**src/rtl/apb_regfile_slave.sv**
```systemverilog
// APB3 completer holding NUM_REGS word registers with programmable wait states.
//
// Ports:
//   aclk, areset          clock, asynchronous active-high reset
//   PSEL/PENABLE/PWRITE   APB control from the upstream bridge
//   PADDR, PWDATA         byte address and write data
//   PRDATA/PREADY/PSLVERR APB response; all zero outside the completing cycle
//   hw_wr_en, hw_wr_data  per-register hardware load (read-only registers only)
//   reg_q                 flattened register contents, reg i at [i*DW +: DW]
//   wr_pulse              one-cycle strobe the cycle after an APB write to reg i commits
module apb_regfile_slave #(
  parameter int unsigned          APB_ADDR_WIDTH = 32,
  parameter int unsigned          DATA_WIDTH     = 32,
  parameter int unsigned          NUM_REGS       = 16,
  parameter int unsigned          WAIT_STATES    = 0,
  parameter logic [NUM_REGS-1:0]  RO_MASK        = '0
) (
  input  logic                           aclk,
  input  logic                           areset,
  input  logic                           PSEL,
  input  logic [APB_ADDR_WIDTH-1:0]      PADDR,
  input  logic                           PENABLE,
  input  logic                           PWRITE,
  input  logic [DATA_WIDTH-1:0]          PWDATA,
  output logic [DATA_WIDTH-1:0]          PRDATA,
  output logic                           PREADY,
  output logic                           PSLVERR,
  input  logic [NUM_REGS-1:0]            hw_wr_en,
  input  logic [NUM_REGS*DATA_WIDTH-1:0] hw_wr_data,
  output logic [NUM_REGS*DATA_WIDTH-1:0] reg_q,
  output logic [NUM_REGS-1:0]            wr_pulse
);

  localparam int unsigned BL  = DATA_WIDTH / 8;
  localparam int unsigned LSB = $clog2(BL);
  localparam int unsigned IXW = $clog2(NUM_REGS);

  localparam logic [0:0] StIdle   = 1'b0;
  localparam logic [0:0] StAccess = 1'b1;

  logic [0:0]            state_q, state_d;
  logic [7:0]            cnt_q, cnt_d;
  logic [DATA_WIDTH-1:0] regs_q [NUM_REGS];
  logic [DATA_WIDTH-1:0] regs_d [NUM_REGS];
  logic [NUM_REGS-1:0]   wr_pulse_q, wr_pulse_d;

  logic [IXW-1:0] idx;
  logic           err_addr, err_ro, err;
  logic           ready;
  logic           commit_wr;

  // Address decode; any bit outside the word-index field makes the access illegal.
  always_comb begin
    idx      = PADDR[LSB +: IXW];
    err_addr = (32'(idx) >= NUM_REGS)
             | (PADDR[LSB-1:0] != '0)
             | (PADDR[APB_ADDR_WIDTH-1:LSB+IXW] != '0);
    err_ro   = PWRITE & ~err_addr & RO_MASK[idx];
    err      = err_addr | err_ro;
  end

  always_comb begin
    ready     = (state_q == StAccess) & PSEL & PENABLE & (cnt_q == 8'd0);
    commit_wr = ready & PWRITE & ~err;
    PREADY    = ready;
    PSLVERR   = ready & err;
    PRDATA    = (ready & ~PWRITE & ~err_addr) ? regs_q[idx] : '0;
  end

  always_comb begin
    state_d = state_q;
    cnt_d   = cnt_q;
    case (state_q)
      StIdle: begin
        if (PSEL && !PENABLE) begin
          state_d = StAccess;
          cnt_d   = 8'(WAIT_STATES);
        end
      end
      StAccess: begin
        // Dropping PSEL mid-access is a protocol violation; abandon quietly.
        if (!PSEL) begin
          state_d = StIdle;
        end else if (PENABLE) begin
          if (cnt_q == 8'd0) begin
            state_d = StIdle;
          end else begin
            cnt_d = cnt_q - 8'd1;
          end
        end
      end
      default: state_d = StIdle;
    endcase
  end

  // RO registers take hardware loads only, RW registers take APB writes only,
  // so the two paths never target the same register.
  always_comb begin
    for (int i = 0; i < int'(NUM_REGS); i++) begin
      regs_d[i]     = regs_q[i];
      wr_pulse_d[i] = commit_wr && (int'(idx) == i);
      if (RO_MASK[i]) begin
        if (hw_wr_en[i]) begin
          regs_d[i] = hw_wr_data[i*DATA_WIDTH +: DATA_WIDTH];
        end
      end else if (wr_pulse_d[i]) begin
        regs_d[i] = PWDATA;
      end
    end
  end

  always_ff @(posedge aclk or posedge areset) begin
    if (areset) begin
      state_q    <= StIdle;
      cnt_q      <= '0;
      wr_pulse_q <= '0;
      for (int i = 0; i < int'(NUM_REGS); i++) begin
        regs_q[i] <= '0;
      end
    end else begin
      state_q    <= state_d;
      cnt_q      <= cnt_d;
      wr_pulse_q <= wr_pulse_d;
      for (int i = 0; i < int'(NUM_REGS); i++) begin
        regs_q[i] <= regs_d[i];
      end
    end
  end

  always_comb begin
    for (int i = 0; i < int'(NUM_REGS); i++) begin
      reg_q[i*DATA_WIDTH +: DATA_WIDTH] = regs_q[i];
    end
    wr_pulse = wr_pulse_q;
  end

endmodule

```
**config.mk**
```make
export PLATFORM = sky130hd
export DESIGN_NAME = apb_regfile_slave
export DESIGN_NICKNAME = d
export VERILOG_FILES = /design/src/rtl/apb_regfile_slave.sv
export SDC_FILE = /design/constraint.sdc
export NUM_CORES = 1
export LEC_CHECK = 0
export ABC_AREA = 1
export BUFFER_PORTS_ARGS = -buffer_cell sky130_fd_sc_hd__clkbuf_2
export CORE_AREA = 5 5 453 455
export DETAILED_ROUTE_END_ITERATION = 8
export DIE_AREA = 0 0 458 460
export RECOVER_POWER = 50
export SETUP_SLACK_MARGIN = 0.02
export SLEW_MARGIN = 20
export SYNTH_ARGS = -nofsm -noshare
export SYNTH_HDL_FRONTEND = slang
export SYNTH_SLANG_ARGS = --single-unit
```
**constraint.sdc**
```tcl
create_clock -name aclk -period 20.6 [get_ports aclk]
set_clock_uncertainty 0.2 [all_clocks]
set_input_delay 2.06 -clock aclk [delete_from_list [all_inputs] [get_ports aclk]]
set_output_delay 2.06 -clock aclk [all_outputs]
set_load 0.01 [all_outputs]
```
==> Word level (Yosys, flattened, before mapping) <==
Memory sizes are Yosys's and may differ from the RTL's.
Index checks and enable logic that the tools add are counted.
{ "word_totals": {"out_inout_bits": 562, "rom_bits": 16, "register_bits": 537, "mem_count": 1, "word_cells": 97} }
{ "memory_table": {"columns": ["memory", "words", "word_bits", "read_ports", "rd_ports_with_merged_regs", "write_ports", "line", "text"], "rows": [
  ["(name not given)", 16, 1, 1, 0, 0, "58", "err_ro = PWRITE & ~err_addr & RO_MASK[idx];"]
]} }
{ "op_classes": {"n_eq_ne": 19, "n_addsub": 1, "reduce_logical": 23, "n_mux": 15, "n_lt_le_gt_ge": 2, "n_bitwise": 17} }
{ "ops": {"columns": ["cell", "count"], "rows": [
  ["binary-select mux 32 bit (select 4 bit)", 1],
  ["2-to-1 mux 32 bit", 3],
  ["equality test 4 bit (second input constant)", 8],
  ["2-to-1 mux 8 bit", 4],
  ["nonzero test 26 bit", 1],
  ["logical AND 1 bit", 17],
  ["equality test 4 x 3 -> 1 bit (second input constant)", 4],
  ["case mux 8 bit (2 select lines)", 1],
  ["bitwise AND 1 bit", 10],
  ["equality test 4 x 2 -> 1 bit (second input constant)", 2],
  ["zero test 8 bit", 1],
  ["inequality test 2 bit (second input constant)", 4],
  ["subtractor 8 x 1 -> 8 bit (second input constant)", 1],
  [">= comparator 5 bit (second input constant)", 1],
  ["< comparator 4 x 5 -> 1 bit (second input constant)", 1],
  ["2-to-1 mux 1 bit", 5],
  ["NOT 4 -> 5 bit", 1],
  ["equality test 4 x 1 -> 1 bit (second input constant)", 1],
  ["zero test 4 bit", 1],
  ["NOT 1 bit", 4],
  ["AND reduction 4 bit", 1],
  ["bitwise OR 1 bit", 2],
  ["case mux 1 bit (2 select lines)", 1],
  ["nonzero test 2 bit", 1],
  ["zero test 1 bit", 1]
]} }

==> Longest topological paths before layout <==
{ "depth": {"depth_word": 9, "ltp_mapped": 13, "depth_no_buf": 10} }

==> Worst setup path after synthesis <==
No wires, ideal clock.
{ "synth_timing": {"path_kind": "input-to-output", "start": "input PADDR[2]", "end": "output PRDATA[24]", "required_time_ns": 18.340, "path_buffers": 3, "arrival_ns": 3.309, "path_slack_ns": 15.031, "stages": 12, "path_cell_list": "buf_2 inv_2 buf_2 buf_1 nor2_1 o21ai_0 nand2_1 nand2_1 nand2_1 inv_1 nand2_1 nor2_1"} }
{ "synth_via": {"elab_chain_len": 5} }
{ "synth_lines": {"columns": ["element", "line", "text"], "rows": [
  ["start, declared", "21", "input logic [APB_ADDR_WIDTH-1:0] PADDR,"],
  ["NOT 4 -> 5 bit (implied by the code)", "67", "PRDATA = (ready & ~PWRITE & ~err_addr) ? regs_q[idx] : '0;"],
  ["binary-select mux 32 bit (select 4 bit)", "67", null],
  ["2-to-1 mux 32 bit (implied by the code) (2 in series)", "67", null],
  ["2-to-1 mux 32 bit", "67", null],
  ["end, declared", "25", "output logic [DATA_WIDTH-1:0] PRDATA,"]
]} }
Every way passes these cells. The select of a mux whose other input is x is not followed.

==> Final worst setup path <==
{ "layout_timing": {"start": "input PSEL", "end": "register regs_q, in the netlist reg_q[301]"} }
{ "layout_via": {"elab_chain_len": 6} }
{ "layout_lines": {"columns": ["element", "line", "text"], "rows": [
  ["start, declared", "20", "input logic PSEL,"],
  ["bitwise AND 1 bit (3 in series)", "63", "ready = (state_q == StAccess) & PSEL & PENABLE & (cnt_q == 8'd0);"],
  ["bitwise AND 1 bit (2 in series)", "64", "commit_wr = ready & PWRITE & ~err;"],
  ["logical AND 1 bit", "101", "wr_pulse_d[i] = commit_wr && (int'(idx) == i);"],
  ["end signal, assigned by index", "125", "regs_q[i] <= regs_d[i];"],
  ["end, declared", "43", "logic [DATA_WIDTH-1:0] regs_q [NUM_REGS];"]
]} }
Every way passes these cells.
A chain may end at the register's enable or synchronous reset.

==> results.yml <==
clock_network:
  post-cts-setup-buffer-count: 0
  htree_num_levels: 3
  cts-root-buf: "clkbuf_16"
  cts_tree: "yes"
  clk_latency_ns: 0.73
  cts_inserted_buffers: 71
  cts.sinks: 537
  cts_max_path_buffers: 3
  ctsHoldBuffers: 0
  postCtsResizedCells: 0
  clk_pin_slew_ns: 0.06
routing:
  via_count: 31810
  routed_via_density: 4.271
  postRouteAntennaNets: 0
  drtPass1Iterations: 6
  routed_wl_um: 181900
  first_iter_violations: 3442
  drc_errors: 0
  wl_per_cell_um: 24.43
power_and_ir_drop:
  power_density_mw_per_mm2: 74.61
  p_leak_uw: 0.01869
  ir_worst_vdd_v: 0.00007459
floorplan:
  die_h_um: 460
  rows: 165
  die_area_mm2: 0.2107
  start_util_pct: 14.64
  die_w_um: 458
  ios: 1159
  core_area_mm2: 0.2009
synth:
  yosysWarnings: 0
  synth_nets: 4921
  ys_types: 22
  synth_cells: 4322
  synth_area_mm2: 0.02942
  avgSynthCellArea_um2: 6.806
  ys_seq_elements: 537
  synth.yosys.seq_area_share_pct: 45.68
setup_path:
  r2r-start: "cnt_q[0]"
  endpoint_kind: "flop"
  crit_start: "PSEL"
  crit_chain: "clkbuf_1 > nand3_1 > inv_2 > nand3_1 > nor2_1 > clkbuf_1 > clkbuf_1 > nand3_2 > buf_4 > nand2_1 > nand2_1"
  critPathMaxFanout: 64
  max_stage_delay_ns: 2.47
  cpMostUsedCell: "clkbuf_1"
  required_ns: 20.97
  worstSetupPathType: "in2reg"
  critPathLaunchType: "input pin"
  critical_path_arrival_ns: 9.08
  slowest_stage: "clkbuf_1"
timing:
  post-route-min-period_ns: 8.712
  tightest_slew_ns: 4.988
  final_max_slew_viol_count: 231
  fin_crit_sh_pct: 42.29
  relSlewSlack_pct: -232.5
  rsz0062_at_grt: "false"
  tns_ns: 0
  fmax_mhz: 114.8
  hold_violations: 0
  setup_viol: 0
place:
  gp_congestion: 0.8753
  port_buffers: 630
  dp_hpwl_um: 133800
run_status:
  violations: "capacitance limit, slew limit"
  status: "finished, violations left"
cells_and_area:
  final_core_util_pct: 18.41
  nNetsFinal: 5305
  fillers: 23050
  synthToLayoutAreaGrowth_pct: 25.71
  final_layout_size_suffix_gt1_share_pct: 6.846
min_path:
  min_from: "cnt_q[0]"
  hold_class: "reg2reg"
job:
  max_cap_violations: 4
global_routing:
  grt_overflow: 0
  grt_max_degree: 175
  gr-usage-all-layers_pct: 16.55
  grt_antenna_before_repair: 30
  grt_pass1_vias: 29750
  grt_pass1_wl_um: 247400
==> cell usage after synthesis <==
library cell | number | share of area (%)
buf_1 | 41 | 0.52
xor2_1 | 3 | 0.089
nor2_2 | 4 | 0.085
dfrtp_1 | 537 | 46
buf_2 | 136 | 2.3
ha_1 | 2 | 0.085
nand3_1 | 30 | 0.51
inv_1 | 438 | 5.6
and2_1 | 1 | 0.021
a21oi_1 | 1 | 0.017
nor3_1 | 3 | 0.051
nand3_2 | 1 | 0.034
buf_4 | 9 | 0.23
buf_6 | 1 | 0.038
clkbuf_1 | 191 | 2.4
nor2_1 | 160 | 2.0
nand4_1 | 512 | 11
inv_2 | 10 | 0.13
or2_2 | 1 | 0.021
o21ai_0 | 134 | 2.3
nor2_4 | 2 | 0.077
nand2_1 | 2105 | 27
==> final cells by class <==
| type | instances | area, µm² | area share, % |
|---|---|---|---|
| tap | 2672 | 3343 | 9.040 |
| inverter | 448 | 1693 | 4.578 |
| clock buffer | 93 | 1999 | 5.407 |
| timing repair buffer | 689 | 2980 | 8.059 |
| antenna | 13 | 32.53 | 0.08797 |
| sequential | 537 | 13440 | 36.34 |
| multi-input combinational | 2959 | 12870 | 34.82 |
| clock inverter | 36 | 619.3 | 1.675 |
==> per-layer routing <==
metal / track usage, % / vias up / part of all wire, % / routed length [µm]
met5: 0 / - / 0.025 / 46
met4: 7.075 / 8 / 4.8 / 8735
met3: 6.599 / 279 / 12 / 21240
met2: 21.99 / 1783 / 38 / 69660
met1: 23.28 / 15430 / 45 / 82210
li1: - / 14310 / - / -
==> cells by family after synthesis <==
family	Yosys count	share of synthesized area (%)
simple gates	2819	40.59
buf+inv	826	11.26
flops	537	45.68
compound gates	135	2.297
xor+xnor	3	0.08934
fa+ha+maj	2	0.08505
==> final timing paths <==
kind | end | slack (ns) | cells after the start
worst max register to register | reg_q[301] | 12.79 | 12
max in group asynchronous | reg_q[38] | 13.56 | 5
worst min register to register | cnt_q[0] | 0.29 | 2
min in group asynchronous | reg_q[185] | 2.64 | 2
worst min-delay path | cnt_q[0] | 0.29 | 2
worst max-delay path | reg_q[301] | 11.89 | 11
==> through the flow <==
stage | hold slack [ns] | instances | area [µm²] | setup slack [ns] | power (µW)
floorplan | 0.2530 | 4322 | 29420 | 3.331 | 1257
CTS | 0.2942 | 7433 | 37630 | 12.74 | 2793
detailed placement | 0.2792 | 7304 | 35010 | 12.75 | 1386
global placement | 0.2689 | 7304 | 34990 | 12.73 | 1384
finish | 0.2924 | 7447 | 36980 | 11.89 | 2759
global route | 0.3161 | 7435 | 36950 | 11.60 | 2862
==> where the power goes <==
group	total [µW]	leakage (µW)	internal, µW	switching, µW
Clock	1390	0.00126	814	579
Sequential	1070	0.00750	1060	6.57
Combinational	298	0.00993	60.0	238
==> state kept, by name, summed over array words and instances (netlist names) <==
register,cells
state_q,1
cnt_q,8
wr_pulse,16
reg_q,512
==> worst max-delay path: cells and delay by family <==
family | cells | cell delay (ns)
buffers and inverters | 5 | 4.44
AND/OR/NAND/NOR | 6 | 2.51
==> cells in the final DEF (no fill, tap or decap), types with 4 or more instances in the layout <==
cell type      n
clkbuf_16     71
clkbuf_8      14
nand4_1      512
nand2_1     2105
clkbuf_2      99
inv_1        436
o21ai_0      134
diode_2       13
bufinv_16      9
nand3_1       17
inv_6          4
clkinv_2       9
clkinv_16      7
inv_2          9
clkinv_4       4
buf_4         52
nor2_1       145
clkinvlp_4     4
dfrtp_1      537
nor2_4        20
nand3_2       12
clkbuf_1     540
Note: power is estimated with default switching activity, not from simulation.
